===== src/rtl/mips_pipe_pkg.sv =====
// Shared MIPS pipeline definitions: MEM-stage state encoding, word-alignment
// mask, default access timeout and the branch-resolution helper.
package mips_pipe_pkg;

  typedef enum logic {
    ST_IDLE   = 1'b0,
    ST_ACCESS = 1'b1
  } state_t;

  localparam logic [31:0]  WORD_ALIGN_MASK        = 32'h0000_0003;
  localparam int unsigned  DEFAULT_TIMEOUT_CYCLES = 16;

  // BEQ has priority when both branch controls are set.
  function automatic logic branch_taken(input logic beq, input logic bne, input logic zero);
    return beq ? zero : (bne & ~zero);
  endfunction

endpackage


===== src/rtl/mem_timeout_counter.sv =====
// ACCESS-cycle counter for the MEM stage. terminal is high during the
// LIMIT-th consecutive enabled cycle. Only built when MEM_STAGE_TIMEOUT_EN is defined.
module mem_timeout_counter
  import mips_pipe_pkg::*;
#(
  parameter int unsigned LIMIT = DEFAULT_TIMEOUT_CYCLES
) (
  input  logic clk,
  input  logic reset,
  input  logic clear,
  input  logic enable,
  output logic terminal
);

  localparam int unsigned CNT_W = $clog2(LIMIT + 1);

  logic [CNT_W-1:0] count;

  assign terminal = enable && (count == CNT_W'(LIMIT - 1));

  // Count enabled cycles, saturating at the terminal value; clear while idle.
  always_ff @(negedge clk or negedge reset) begin
    if (!reset) begin
      count <= '0;
    end else if (clear) begin
      count <= '0;
    end else if (enable && !terminal) begin
      count <= count + 1'b1;
    end
  end

endmodule


===== src/rtl/mem_stage_access_unit.sv =====
// MEM stage: load/store through a req/ack data-memory handshake, upstream
// stall while waiting, BEQ/BNE resolution and MEM/WB write-back presentation.
// Optional access timeout (bus error) enabled by defining MEM_STAGE_TIMEOUT_EN.
module mem_stage_access_unit
  import mips_pipe_pkg::*;
#(
  parameter int unsigned ADDR_W         = 32,
  parameter int unsigned TIMEOUT_CYCLES = DEFAULT_TIMEOUT_CYCLES
) (
  input  logic              clk,
  input  logic              reset,
  input  logic              in_Valid,
  input  logic [31:0]       in_ALUResult,
  input  logic [31:0]       in_ReadData2,
  input  logic              in_Zero,
  input  logic [31:0]       in_BranchAddress,
  input  logic              in_CtrlMemRead,
  input  logic              in_CtrlMemWrite,
  input  logic              in_CtrlALUOrMem,
  input  logic              in_CtrlBranchEquals,
  input  logic              in_CtrlBranchNotEquals,
  output logic              mem_req,
  output logic              mem_we,
  output logic [ADDR_W-1:0] mem_addr,
  output logic [31:0]       mem_wdata,
  input  logic              mem_ack,
  input  logic [31:0]       mem_rdata,
  output logic              out_Stall,
  output logic              out_Valid,
  output logic [31:0]       out_WriteData,
  output logic              out_PCSrc,
  output logic [31:0]       out_BranchTarget,
  output logic              out_MisalignErr,
  output logic              out_BusErr
);

  state_t      state;
  logic        memOp;
  logic        aligned;
  logic        inAccess;
  logic        timeoutHit;

  // Fields held stable for the whole access
  logic [31:0] aluRes_q;
  logic [31:0] wdata_q;
  logic        we_q;
  logic        aluOrMem_q;
  logic        zero_q;
  logic        beq_q;
  logic        bne_q;
  logic [31:0] target_q;

  assign memOp    = in_Valid & (in_CtrlMemRead | in_CtrlMemWrite);
  assign aligned  = (in_ALUResult & WORD_ALIGN_MASK) == '0;
  assign inAccess = (state == ST_ACCESS);

  // Bus outputs derive from state so reset removes a pending request immediately.
  assign mem_req   = inAccess;
  assign mem_we    = inAccess & we_q;
  assign mem_addr  = inAccess ? aluRes_q[ADDR_W-1:0] : '0;
  assign mem_wdata = inAccess ? wdata_q : '0;

`ifdef MEM_STAGE_TIMEOUT_EN
  mem_timeout_counter #(
    .LIMIT(TIMEOUT_CYCLES)
  ) u_timeout (
    .clk      (clk),
    .reset    (reset),
    .clear    (~inAccess),
    .enable   (inAccess),
    .terminal (timeoutHit)
  );

  // Bus error flags a timed-out access; an ack on the terminal cycle wins.
  always_ff @(negedge clk or negedge reset) begin
    if (!reset) begin
      out_BusErr <= 1'b0;
    end else begin
      out_BusErr <= inAccess & ~mem_ack & timeoutHit;
    end
  end
`else
  assign timeoutHit = 1'b0;
  assign out_BusErr = 1'b0;
`endif

  // Upstream freeze: launching an access, or waiting for ack/timeout.
  always_comb begin
    out_Stall = 1'b0;
    if (state == ST_IDLE) begin
      out_Stall = memOp & aligned;
    end else begin
      out_Stall = ~mem_ack & ~timeoutHit;
    end
  end

  // Access FSM with registered MEM/WB outputs; outputs are zero on bubble cycles.
  always_ff @(negedge clk or negedge reset) begin
    if (!reset) begin
      state            <= ST_IDLE;
      aluRes_q         <= '0;
      wdata_q          <= '0;
      we_q             <= 1'b0;
      aluOrMem_q       <= 1'b0;
      zero_q           <= 1'b0;
      beq_q            <= 1'b0;
      bne_q            <= 1'b0;
      target_q         <= '0;
      out_Valid        <= 1'b0;
      out_WriteData    <= '0;
      out_PCSrc        <= 1'b0;
      out_BranchTarget <= '0;
      out_MisalignErr  <= 1'b0;
    end else begin
      out_Valid        <= 1'b0;
      out_WriteData    <= '0;
      out_PCSrc        <= 1'b0;
      out_BranchTarget <= '0;
      out_MisalignErr  <= 1'b0;
      if (state == ST_IDLE) begin
        if (memOp && aligned) begin
          aluRes_q   <= in_ALUResult;
          wdata_q    <= in_ReadData2;
          we_q       <= in_CtrlMemWrite;
          aluOrMem_q <= in_CtrlALUOrMem;
          zero_q     <= in_Zero;
          beq_q      <= in_CtrlBranchEquals;
          bne_q      <= in_CtrlBranchNotEquals;
          target_q   <= in_BranchAddress;
          state      <= ST_ACCESS;
        end else if (in_Valid) begin
          out_Valid        <= 1'b1;
          out_WriteData    <= memOp ? '0 : in_ALUResult;
          out_MisalignErr  <= memOp;
          out_PCSrc        <= branch_taken(in_CtrlBranchEquals, in_CtrlBranchNotEquals, in_Zero);
          out_BranchTarget <= in_BranchAddress;
        end
      end else begin
        if (mem_ack) begin
          state            <= ST_IDLE;
          out_Valid        <= 1'b1;
          out_WriteData    <= (aluOrMem_q & ~we_q) ? mem_rdata : aluRes_q;
          out_PCSrc        <= branch_taken(beq_q, bne_q, zero_q);
          out_BranchTarget <= target_q;
        end else if (timeoutHit) begin
          state     <= ST_IDLE;
          out_Valid <= 1'b1;
        end
      end
    end
  end

endmodule


===== config.mk =====
export PLATFORM = sky130hd
export DESIGN_NAME = mem_stage_access_unit
export DESIGN_NICKNAME = d
export VERILOG_FILES = /design/src/rtl/mips_pipe_pkg.sv /design/src/rtl/mem_timeout_counter.sv /design/src/rtl/mem_stage_access_unit.sv
export SDC_FILE = /design/constraint.sdc
export NUM_CORES = 1
export LEC_CHECK = 0
export BUFFER_PORTS_ARGS = -buffer_cell sky130_fd_sc_hd__buf_2
export CORE_ASPECT_RATIO = 2
export CORE_MARGIN = 3
export CORE_UTILIZATION = 30
export CTS_CLUSTER_SIZE = 10
export DETAILED_ROUTE_END_ITERATION = 16
export PLACE_DENSITY = 0.5
export SLEW_MARGIN = 20
export SYNTH_ARGS = -nofsm -noshare
export SYNTH_HDL_FRONTEND = slang
export SYNTH_SLANG_ARGS = --single-unit

===== constraint.sdc =====
create_clock -name clk -period 2.15 [get_ports clk]
set_input_delay 0 -clock clk [delete_from_list [all_inputs] [get_ports clk]]
set_output_delay 0 -clock clk [all_outputs]
set_load 0.02 [all_outputs]

==> reports/results.tsv, run 1 <==
stage	metric	value	unit
run_status	status	finished with violations	
run_status	violations	setup timing	
synth	synth-async-reset-ratio	100	%
global_routing	grt_pass1_vias	5458	
floorplanning	coreArea	23800	um2
critical_path	cp.arrival	2.82	ns
critical_path	crit_fanout	2	
drt	remaining_drc_errors	0	
global_routing	grt_first_pass_wirelength	31500	um
timing	clock_skew	0.00831	ns
clocking	cts_root_buf	clkbuf_16	
timing	hold_viol_final	0	
floorplanning	die_height	226	um
global_routing	grtUsageTotal	16.3	%
cells_and_area	finish.net_count	952	
power_and_ir_drop	power_leakage	0.00557	uW
global_routing	grt_overflow	0	
critical_path	worst_ep_required_time	2.15	ns
power_and_ir_drop	ir_drop	0.721	mV
cells_and_area	area_growth	39.4	%
synth	ys.flop_type	dfrtn_1	
critical_path	startpoint_type	flip-flop	
global_routing	grt_max_degree	71	
clocking	hold_buffers	0	
critical_path	crit_path_cell_trace	nor2b_4 -> or4b_4 -> buf_6 -> o21ai_4 -> buf_6	
drt	ant_nets	0	
synth	ys_types	25	
synth	syn_inst	518	
cells_and_area	drive_gt1_share	54.2	%
floorplanning	die_area	26200	um2
synth	syn_area_per_cell	14.0	um2
synth	synth-seq-cells	169	
critical_path	cp_common_cell	buf_6	
job	drv_cap	0	
clocking	cts-buffers-inserted	17	
placement	port_buffers	271	
drt	dr.pass1.iters	4	
clocking	h-tree-depth	4	
cells_and_area	fill_cells	2321	
critical_path	critPathSlowestCell	or4b_4	
drt	viasPerCell	4.62	
timing	drv_slew	0	
synth	netlist.area_leader.share	58.2	%
synth	post-synth-top-count-cell	dfrtn_1	
clocking	cts_tree	built	
floorplanning	initial_core_util	30.5	%
synth	synth_area	7260	um2
timing	finalWorstSetupSlack	-0.666	ns
synth	synth_nets	656	
floorplanning	die_w	116	um
placement	hpwl	14900	um
critical_path	critPathCaptureType	output port	
synth	yosysWarnings	0	
global_routing	antenna_found_initial	4	
placement	place_inst	1069	
clocking	clk_path_buf_depth	2	
placement	placed_cell_area	9140	um2
critical_path	critPathKind	flip-flop to output port	
synth	ys_top_cells_by_area	dfrtn_1 (58%), mux2_4 (16%), and2_1 (5.9%)	
drt	drtIter0Drc	183	
critical_path	crit_family	simple AND/OR/NAND/NOR gates	
synth	yosysSeqAreaShare	58.2	%
clocking	clock_latency	0.41	ns
cells_and_area	final_design_area_no_fill	10100	um2
drt	wl_per_cell	19.7	um
timing	grt_setup_unrepaired	true	
clocking	cts.reportedPaths.clkPinSlew	0.04	ns
cells_and_area	final_cell_count_no_fill	1117	
min_path	min_path_type	input port to output port	
synth	synth_area_leader_cell	dfrtn_1	
floorplanning	pin_count	273	
placement	gp_congestion	0.775	
drt	vias	5165	
floorplanning	placementRows	80	
critical_path	cp_slowest_stage_delay	0.48	ns
timing	setup_violations	167	
power_and_ir_drop	power_density	949	nW/um2
clocking	clock_sinks	169	
synth	synth_edf_count	0	
synth	yosys-top-cells-count	dfrtn_1 (169), mux2_4 (77), and2_1 (68)	
critical_path	crit_buf_inv	2	
drt	routed_wirelength	22000	um
==> tightest hold or removal path, cell delays in order <==
cell	delay, ns
buf_2	0.13
o21ai_4	0.07
buf_6	0.12
==> what timing repair did <==
action	4_1_cts	5_1_grt
gates cloned	1	9
setup buffers	2	1
gates resized for setup	6	7
setup endpoints to repair	128	166
==> per-layer routing <==
metal	global-route usage (%)	wire length, um	vias to the layer above
met4	8.73	669	2
met1	18.2	8340	2574
met2	28.4	11900	168
met5	0	20	-
li1	-	-	2387
met3	3.30	1010	34
==> cells by family (layout without fill, tap and decap cells) <==
kind of cell | Yosys count | count (layout) | share of synthesized area (%)
AND/OR/NAND/NOR | 110 | 110 | 8.44
other | 1 | 4 | 0.0516
AO/OA/AOI/OAI | 70 | 70 | 6.58
multiplexers | 131 | 131 | 23.7
flip-flops | 169 | 169 | 58.2
buffers and inverters | 37 | 346 | 2.96
==> layout by cell type, fill, tap and decap left out <==
| cell type | n |
|---|---|
| clkinv_2 | 1 |
| clkbuf_8 | 4 |
| bufinv_16 | 5 |
| inv_1 | 1 |
| o21ai_4 | 1 |
| mux2_4 | 77 |
| a21oi_1 | 2 |
| o31ai_1 | 1 |
| nor3b_1 | 2 |
| buf_16 | 4 |
| buf_6 | 6 |
| o31a_1 | 1 |
| dfrtn_1 | 169 |
| nor2b_4 | 1 |
| mux2_2 | 22 |
| clkbuf_16 | 24 |
| buf_8 | 1 |
| buf_12 | 8 |
| or4b_4 | 1 |
| nand2_1 | 34 |
| clkinv_4 | 3 |
| nand2b_2 | 1 |
| mux2i_1 | 32 |
| a22o_1 | 32 |
| buf_2 | 269 |
| nor4b_2 | 1 |
| diode_2 | 3 |
| buf_4 | 18 |
| o21ai_0 | 32 |
| nor2_1 | 2 |
| clkinvlp_4 | 1 |
| o22ai_1 | 1 |
| clkbuf_1 | 1 |
| conb_1 | 1 |
| and2_1 | 68 |
==> final cells by class <==
type                    instances  area (um2)  area share [%]
flip-flops and latches        169        4230            41.8
multi-input cells             312        2840            28.1
repair buffers                313        2010            19.8
clock buffers                  22         484            4.78
well taps                     287         359            3.55
clock inverters                10         189            1.87
diodes                          3        7.51          0.0741
inverters                       1        3.75          0.0371
==> flip-flops by register name, summed over array words and instances (netlist names) <==
signal,count
aluOrMem_q,1
wdata_q,32
mem_req,1
out_BranchTarget,32
out_WriteData,32
zero_q,1
out_MisalignErr,1
aluRes_q,32
out_Valid,1
we_q,1
beq_q,1
out_PCSrc,1
target_q,32
bne_q,1
==> path summary, 6_finish.rpt <==
path,slack (ns),end,from,cells after the start
max,-0.67,out_Stall,mem_req$_DFF_NN0_,5
min,0.33,out_Stall,mem_ack,3
max reg2reg,0.16,aluRes_q[14]$_DFFE_NN0P_,mem_req$_DFF_NN0_,6
min reg2reg,0.44,out_BranchTarget[2]$_DFF_NN0_,target_q[2]$_DFFE_NN0P_,1
max in group asynchronous,1.11,out_BranchTarget[23]$_DFF_NN0_,reset,2
min in group asynchronous,0.47,out_BranchTarget[24]$_DFF_NN0_,reset,1
==> power breakdown <==
| part | internal, uW | switching (uW) | leakage [uW] |
|---|---|---|---|
| Combinational | 1120 | 901 | 0.00312 |
| Clock | 2190 | 1290 | 0.000327 |
| Sequential | 3810 | 310 | 0.00212 |
==> per-stage QoR <==
| step | hold WS, ns | power (uW) | setup WS [ns] | setup TNS [ns] | util [%] |
|---|---|---|---|---|---|
| finish | 0.331 | 9610 | -0.666 | -54.61 | 42.5 |
| global route | 0.358 | 10100 | -0.729 | -63.27 | 42.5 |
| CTS | 0.342 | 9710 | -0.700 | -50.38 | 41.5 |
| detailed placement | 0.366 | 6160 | -0.480 | -69.26 | 38.4 |
| global placement | 0.363 | 6120 | -0.459 | -67.10 | 38.4 |
| floorplan | 0.0659 | 5430 | -0.423 | -37.50 | - |
Note: power is estimated with default switching activity, not from simulation.
==> inputs of run 2 (changes only) <==
--- a/config.mk
+++ b/config.mk
@@ -6,7 +6,7 @@
 export NUM_CORES = 1
 export LEC_CHECK = 0
 export BUFFER_PORTS_ARGS = -buffer_cell sky130_fd_sc_hd__buf_2
-export CORE_ASPECT_RATIO = 2
+export CORE_ASPECT_RATIO = 1.1
 export CORE_MARGIN = 3
 export CORE_UTILIZATION = 30
 export CTS_CLUSTER_SIZE = 10
==> reports/results.tsv, run 2 (same netlist as run 1, synthesis figures left out) <==
stage	metric	value	unit	change
run_status	status	finished with violations		
run_status	violations	setup timing		
critical_path	crit_path_cell_trace	nor2b_4 -> or4b_4 -> buf_16 -> o21ai_4 -> buf_6		
floorplanning	die_w	154	um	+33%
floorplanning	pin_count	273		unchanged
placement	gp_congestion	0.710		-8.4%
drt	ant_nets	0		unchanged
power_and_ir_drop	clkPwrFrac	33.8	%	-2.4 points
power_and_ir_drop	power_density	896	nW/um2	-5.6%
critical_path	critPathSlowestCell	or4b_4		
power_and_ir_drop	ir_drop	0.571	mV	-21%
floorplanning	placementRows	59		-26%
cells_and_area	final_design_area_no_fill	10900	um2	+7.3%
clocking	cts.reportedPaths.clkPinSlew	0.05	ns	about the same
power_and_ir_drop	power.internal	7050	uW	-0.89%
global_routing	grt_max_degree	41		-42%
critical_path	critPathCaptureType	output port		
global_routing	antenna_found_initial	3		-1
floorplanning	die_height	169	um	-25%
timing	finalWorstSetupSlack	-0.646	ns	+0.0200 ns
critical_path	startpoint_type	flip-flop		
critical_path	cp_slowest_stage_delay	0.50	ns	+0.02 ns
floorplanning	initial_core_util	30.6	%	+0.067 points
critical_path	crit_fanout	2		unchanged
floorplanning	coreArea	23800	um2	-0.22%
clocking	clk_path_buf_depth	2		unchanged
power_and_ir_drop	p_seq_share	42.6	%	-0.2 points
drt	wl_per_cell	19.7	um	about the same
timing	hold_ws	0.393	ns	+0.0618 ns
power_and_ir_drop	p_sw	2680	uW	+7.3%
min_path	min_path_type	input port to output port		
timing	clock_skew	0.00710	ns	-0.00121 ns
power_and_ir_drop	switching_share	27.5	%	+1.6 points
timing	fin_setup_tns	-59.19	ns	-4.58 ns
cells_and_area	area_growth	49.6	%	
cells_and_area	finish.net_count	972		+2.1%
drt	drtIter0Drc	158		-14%
power_and_ir_drop	finalPower	9730	uW	+1.2%
clocking	cts-buffers-inserted	17		unchanged
drt	dr.pass1.iters	4		unchanged
clocking	clock_sinks	169		unchanged
timing	drv_slew	0		unchanged
global_routing	grtUsageTotal	16.6	%	+0.38 points
critical_path	critPathKind	flip-flop to output port		
drt	vias	5234		+1.3%
cells_and_area	drive_gt1_share	60.2	%	+6.0 points
power_and_ir_drop	combPwrFrac	23.6	%	+2.6 points
drt	viasPerCell	4.54		-1.7%
critical_path	cp.arrival	2.80	ns	-0.02 ns
cells_and_area	insertedDiodeCount	0		-3
clocking	cts_tree	built		
placement	port_buffers	271		unchanged
timing	grt_setup_unrepaired	true		
placement	hpwl	13800	um	-8.0%
global_routing	grt_overflow	0		unchanged
drt	routed_wirelength	22700	um	+3.0%
clocking	h-tree-depth	4		unchanged
power_and_ir_drop	power_leakage	0.00580	uW	+4.3%
critical_path	worst_ep_required_time	2.15	ns	about the same
critical_path	crit_buf_inv	2		unchanged
cells_and_area	layout_commonest_cell	buf_2		
global_routing	grt_first_pass_wirelength	33400	um	+6.2%
clocking	clock_latency	0.40	ns	about the same
timing	setup_violations	168		+0.60%
cells_and_area	final_cell_mix	buf_2 (203), dfrtn_1 (169), mux2_4 (77), buf_6 (52), buf_4 (47)		
global_routing	grt_pass1_vias	5567		+2.0%
critical_path	crit_family	simple AND/OR/NAND/NOR gates		
clocking	hold_buffers	0		unchanged
floorplanning	die_area	26100	um2	-0.43%
drt	remaining_drc_errors	0		unchanged
placement	placed_cell_area	9150	um2	about the same
job	drv_cap	0		unchanged
timing	hold_viol_final	0		unchanged
clocking	cts_root_buf	clkbuf_16		
==> run 2: cell type report <==
type                       count  area [um2]
inverter                       1        3.75
multi-input combinational    312        2950
clock buffer                  19         443
clock inverter                13         180
sequential                   169        4230
timing repair buffer         333        2680
tap                          305         382
fill                        2204       12900
==> run 2: what timing repair did <==
item	in CTS	in global routing
gates cloned	8	8
setup endpoints to repair	73	168
buffers inserted	9	8
pin swaps	0	0
resized for setup	149	36
==> run 2: path summary, 6_finish.rpt <==
path / cells past startpoint / slack (ns) / startpoint / to
min in group asynchronous: 1 / 0.47 / reset / target_q[28]$_DFFE_NN0P_
worst max-delay path: 5 / -0.65 / mem_req$_DFF_NN0_ / out_Stall
worst min register to register: 1 / 0.44 / target_q[2]$_DFFE_NN0P_ / out_BranchTarget[2]$_DFF_NN0_
max in group asynchronous: 2 / 1.09 / reset / out_WriteData[14]$_DFF_NN0_
worst max register to register: 6 / 0.06 / mem_req$_DFF_NN0_ / wdata_q[4]$_DFFE_NN0P_
worst min-delay path: 4 / 0.39 / mem_ack / out_Stall
==> run 2: stage by stage <==
stage	util, %	instances	setup WS [ns]
final	45.7	1152	-0.646
after global routing	45.7	1152	-0.708
after CTS	44.2	1137	-0.665
after detailed placement	38.5	1088	-0.437
after global placement	38.5	1088	-0.418
after floorplan	-	518	-0.423
==> run 2: tightest hold or removal path, cell delays in order <==
cell	delay (ns)
buf_2	0.09
buf_4	0.12
o21ai_4	0.06
buf_6	0.12
==> run 2: routing by layer <==
metal	share of wire (%)	wire length [um]	vias up	global-route usage, %
met5	0.16	37	-	0
met3	7.1	1610	30	5.38
met2	47	10800	180	25.8
met1	43	9790	2590	22.0
li1	-	-	2428	-
met4	2.0	463	6	5.76
==> run 2: power groups by stage <==
stage | logic (uW) | clock network, uW | registers (uW)
6_report | 2300 | 3290 | 4140
5_1_grt | 2470 | 3530 | 4220
4_1_cts | 2230 | 3400 | 4130
3_5_place_dp | 2000 | 0 | 4150
3_3_place_gp | 1950 | 0 | 4170
2_1_floorplan | 1230 | 0 | 4200
==> inputs of run 3 (changes only) <==
==> constraint.sdc (replaced) <==
create_clock -name clk -period 2.15 [get_ports clk]
set_input_delay 0.43 -clock clk [delete_from_list [all_inputs] [get_ports clk]]
set_output_delay 0.43 -clock clk [all_outputs]
set_load 0.02 [all_outputs]
==> reports/results.tsv, run 3 (same netlist as run 1, synthesis figures left out) <==
stage	metric	value	unit	change
timing	finalWorstSetupSlack	-0.984	ns	-0.338 ns
timing	setup_violations	267		+59%
critical_path	ff2ff_path_depth	6		unchanged
clocking	clock_latency	0.40	ns	about the same
clocking	hold_buffers	0		unchanged
cells_and_area	layout_commonest_cell	buf_2		
critical_path	critPathCaptureType	output port		
global_routing	grt_first_pass_wirelength	32300	um	-3.5%
global_routing	antenna_found_initial	3		unchanged
power_and_ir_drop	finalPower	9670	uW	-0.66%
critical_path	crit_path_cell_trace	nor2b_4 -> or4b_4 -> o21ai_4 -> buf_6		
critical_path	cp.arrival	2.70	ns	-0.10 ns
clocking	h-tree-depth	4		unchanged
critical_path	cp.depth	4		-1
cells_and_area	final_cell_mix	buf_2 (246), dfrtn_1 (169), mux2_4 (77), buf_4 (77), and2_1 (48)		
drt	viasPerCell	4.45		-2.0%
placement	port_buffers	271		unchanged
clocking	cts_root_buf	clkbuf_16		
critical_path	crit_family	simple AND/OR/NAND/NOR gates		
clocking	cts_tree	built		
timing	hold_viol_final	0		unchanged
critical_path	r2r-start	mem_req$_DFF_NN0_		
drt	dr.pass1.iters	6		+2
drt	routed_wirelength	21900	um	-3.3%
drt	vias	5339		+2.0%
power_and_ir_drop	power_density	889	nW/um2	-0.82%
min_path	min_path_cells	1		-3
clocking	clk_path_buf_depth	2		unchanged
timing	grt_setup_unrepaired	true		
floorplanning	die_area	26100	um2	unchanged
floorplanning	die_w	154	um	unchanged
clocking	cts.reportedPaths.clkPinSlew	0.05	ns	about the same
run_status	status	finished with violations		
placement	pre_cts_slack	-0.899	ns	-0.462 ns
floorplanning	initial_core_util	30.6	%	unchanged
global_routing	grt_overflow	0		unchanged
placement	hpwl	14200	um	+3.4%
power_and_ir_drop	power_leakage	0.00595	uW	+2.4%
run_status	violations	setup timing		
critical_path	worst_ep_required_time	1.72	ns	-0.43 ns
drt	ant_nets	0		unchanged
clocking	clock_sinks	169		unchanged
job	drv_cap	0		unchanged
critical_path	crit_fanout	2		unchanged
global_routing	grt_pass1_vias	5657		+1.6%
power_and_ir_drop	ir_drop	0.449	mV	-21%
floorplanning	placementRows	59		unchanged
critical_path	crit_buf_inv	1		-1
clocking	cts-buffers-inserted	17		unchanged
critical_path	critPathKind	flip-flop to output port		
drt	drtIter0Drc	130		-18%
timing	drv_slew	0		unchanged
drt	remaining_drc_errors	0		unchanged
timing	clock_skew	0.00692	ns	-0.000178 ns
min_path	holdCritStartpoint	target_q[5]$_DFFE_NN0P_		
floorplanning	coreArea	23800	um2	unchanged
floorplanning	die_height	169	um	unchanged
critical_path	startpoint_type	flip-flop		
global_routing	grt_max_degree	38		-7.3%
critical_path	startpoint	mem_req$_DFF_NN0_		
min_path	min_path_type	flip-flop to flip-flop		
placement	gp_congestion	0.773		+8.9%
critical_path	cp_slowest_stage_delay	0.49	ns	about the same
cells_and_area	drive_gt1_share	60.0	%	-0.19 points
drt	wl_per_cell	18.3	um	-7.1%
cells_and_area	area_growth	49.8	%	
global_routing	grtUsageTotal	15.9	%	-0.75 points
critical_path	critPathSlowestCell	or4b_4		
cells_and_area	finish.net_count	1018		+4.7%
floorplanning	pin_count	273		unchanged
## run 3: cell types whose count changed in the layout (fill, tap and decap cells not counted), moves of 2 or more
cell,before,now
buf_6,52,24
buf_2,203,246
buf_12,10,19
and2_4,42,0
and2_2,0,20
buf_8,4,0
clkinvlp_4,1,3
bufinv_16,3,0
clkinv_8,0,2
and2_1,26,48
buf_16,9,6
inv_8,3,5
buf_4,47,77
## run 3: metal layers
layer	vias to the layer above	global-route usage (%)	routed length (um)
met1	2628	20.0	9170
li1	2520	-	-
met2	165	27.0	11000
met3	22	4.31	1390
met4	4	4.38	320
met5	-	0	23
## run 3: power breakdown
group | internal (uW) | total, uW | switching, uW
clock network | 1580 | 3050 | 1470
logic | 1520 | 2530 | 1010
registers | 3800 | 4090 | 282
total | 6910 | 9670 | 2760
## run 3: area by class of cell
class                      count  area (um2)
antenna                        1        2.50
clock buffer                  18         439
clock inverter                14         146
fill                        2247       12900
inverter                       1        3.75
multi-input combinational    312        2870
sequential                   169        4230
tap                          305         382
timing repair buffer         379        2810
## run 3: per-stage QoR
step	area, um2	utilization, %	cells	TNS, ns	hold WS (ns)
finish	10900	45.8	1199	-145.56	0.438
global route	10900	45.8	1199	-157.21	0.464
CTS	10600	44.6	1187	-148.64	0.439
detailed placement	9650	40.6	1142	-151.13	0.439
global placement	9650	40.6	1142	-149.96	0.438
floorplan	7340	-	518	-124.69	0.428
## run 3: final timing paths
path	slack [ns]	endpoint
min in group asynchronous	0.87	out_BranchTarget[25]$_DFF_NN0_
worst min-delay path	0.44	out_BranchTarget[5]$_DFF_NN0_
worst max-delay path	-0.98	out_Stall
worst min register to register	0.44	out_BranchTarget[5]$_DFF_NN0_
worst max register to register	0.13	zero_q$_DFFE_NN0P_
max in group asynchronous	0.75	target_q[1]$_DFFE_NN0P_
## run 3: timing repair
item	4_1_cts	5_1_grt
endpoints found under the hold margin	0	0
gates cloned	5	10
buffers inserted	8	2
resized for setup	39	30
endpoints found under the setup margin	267	270
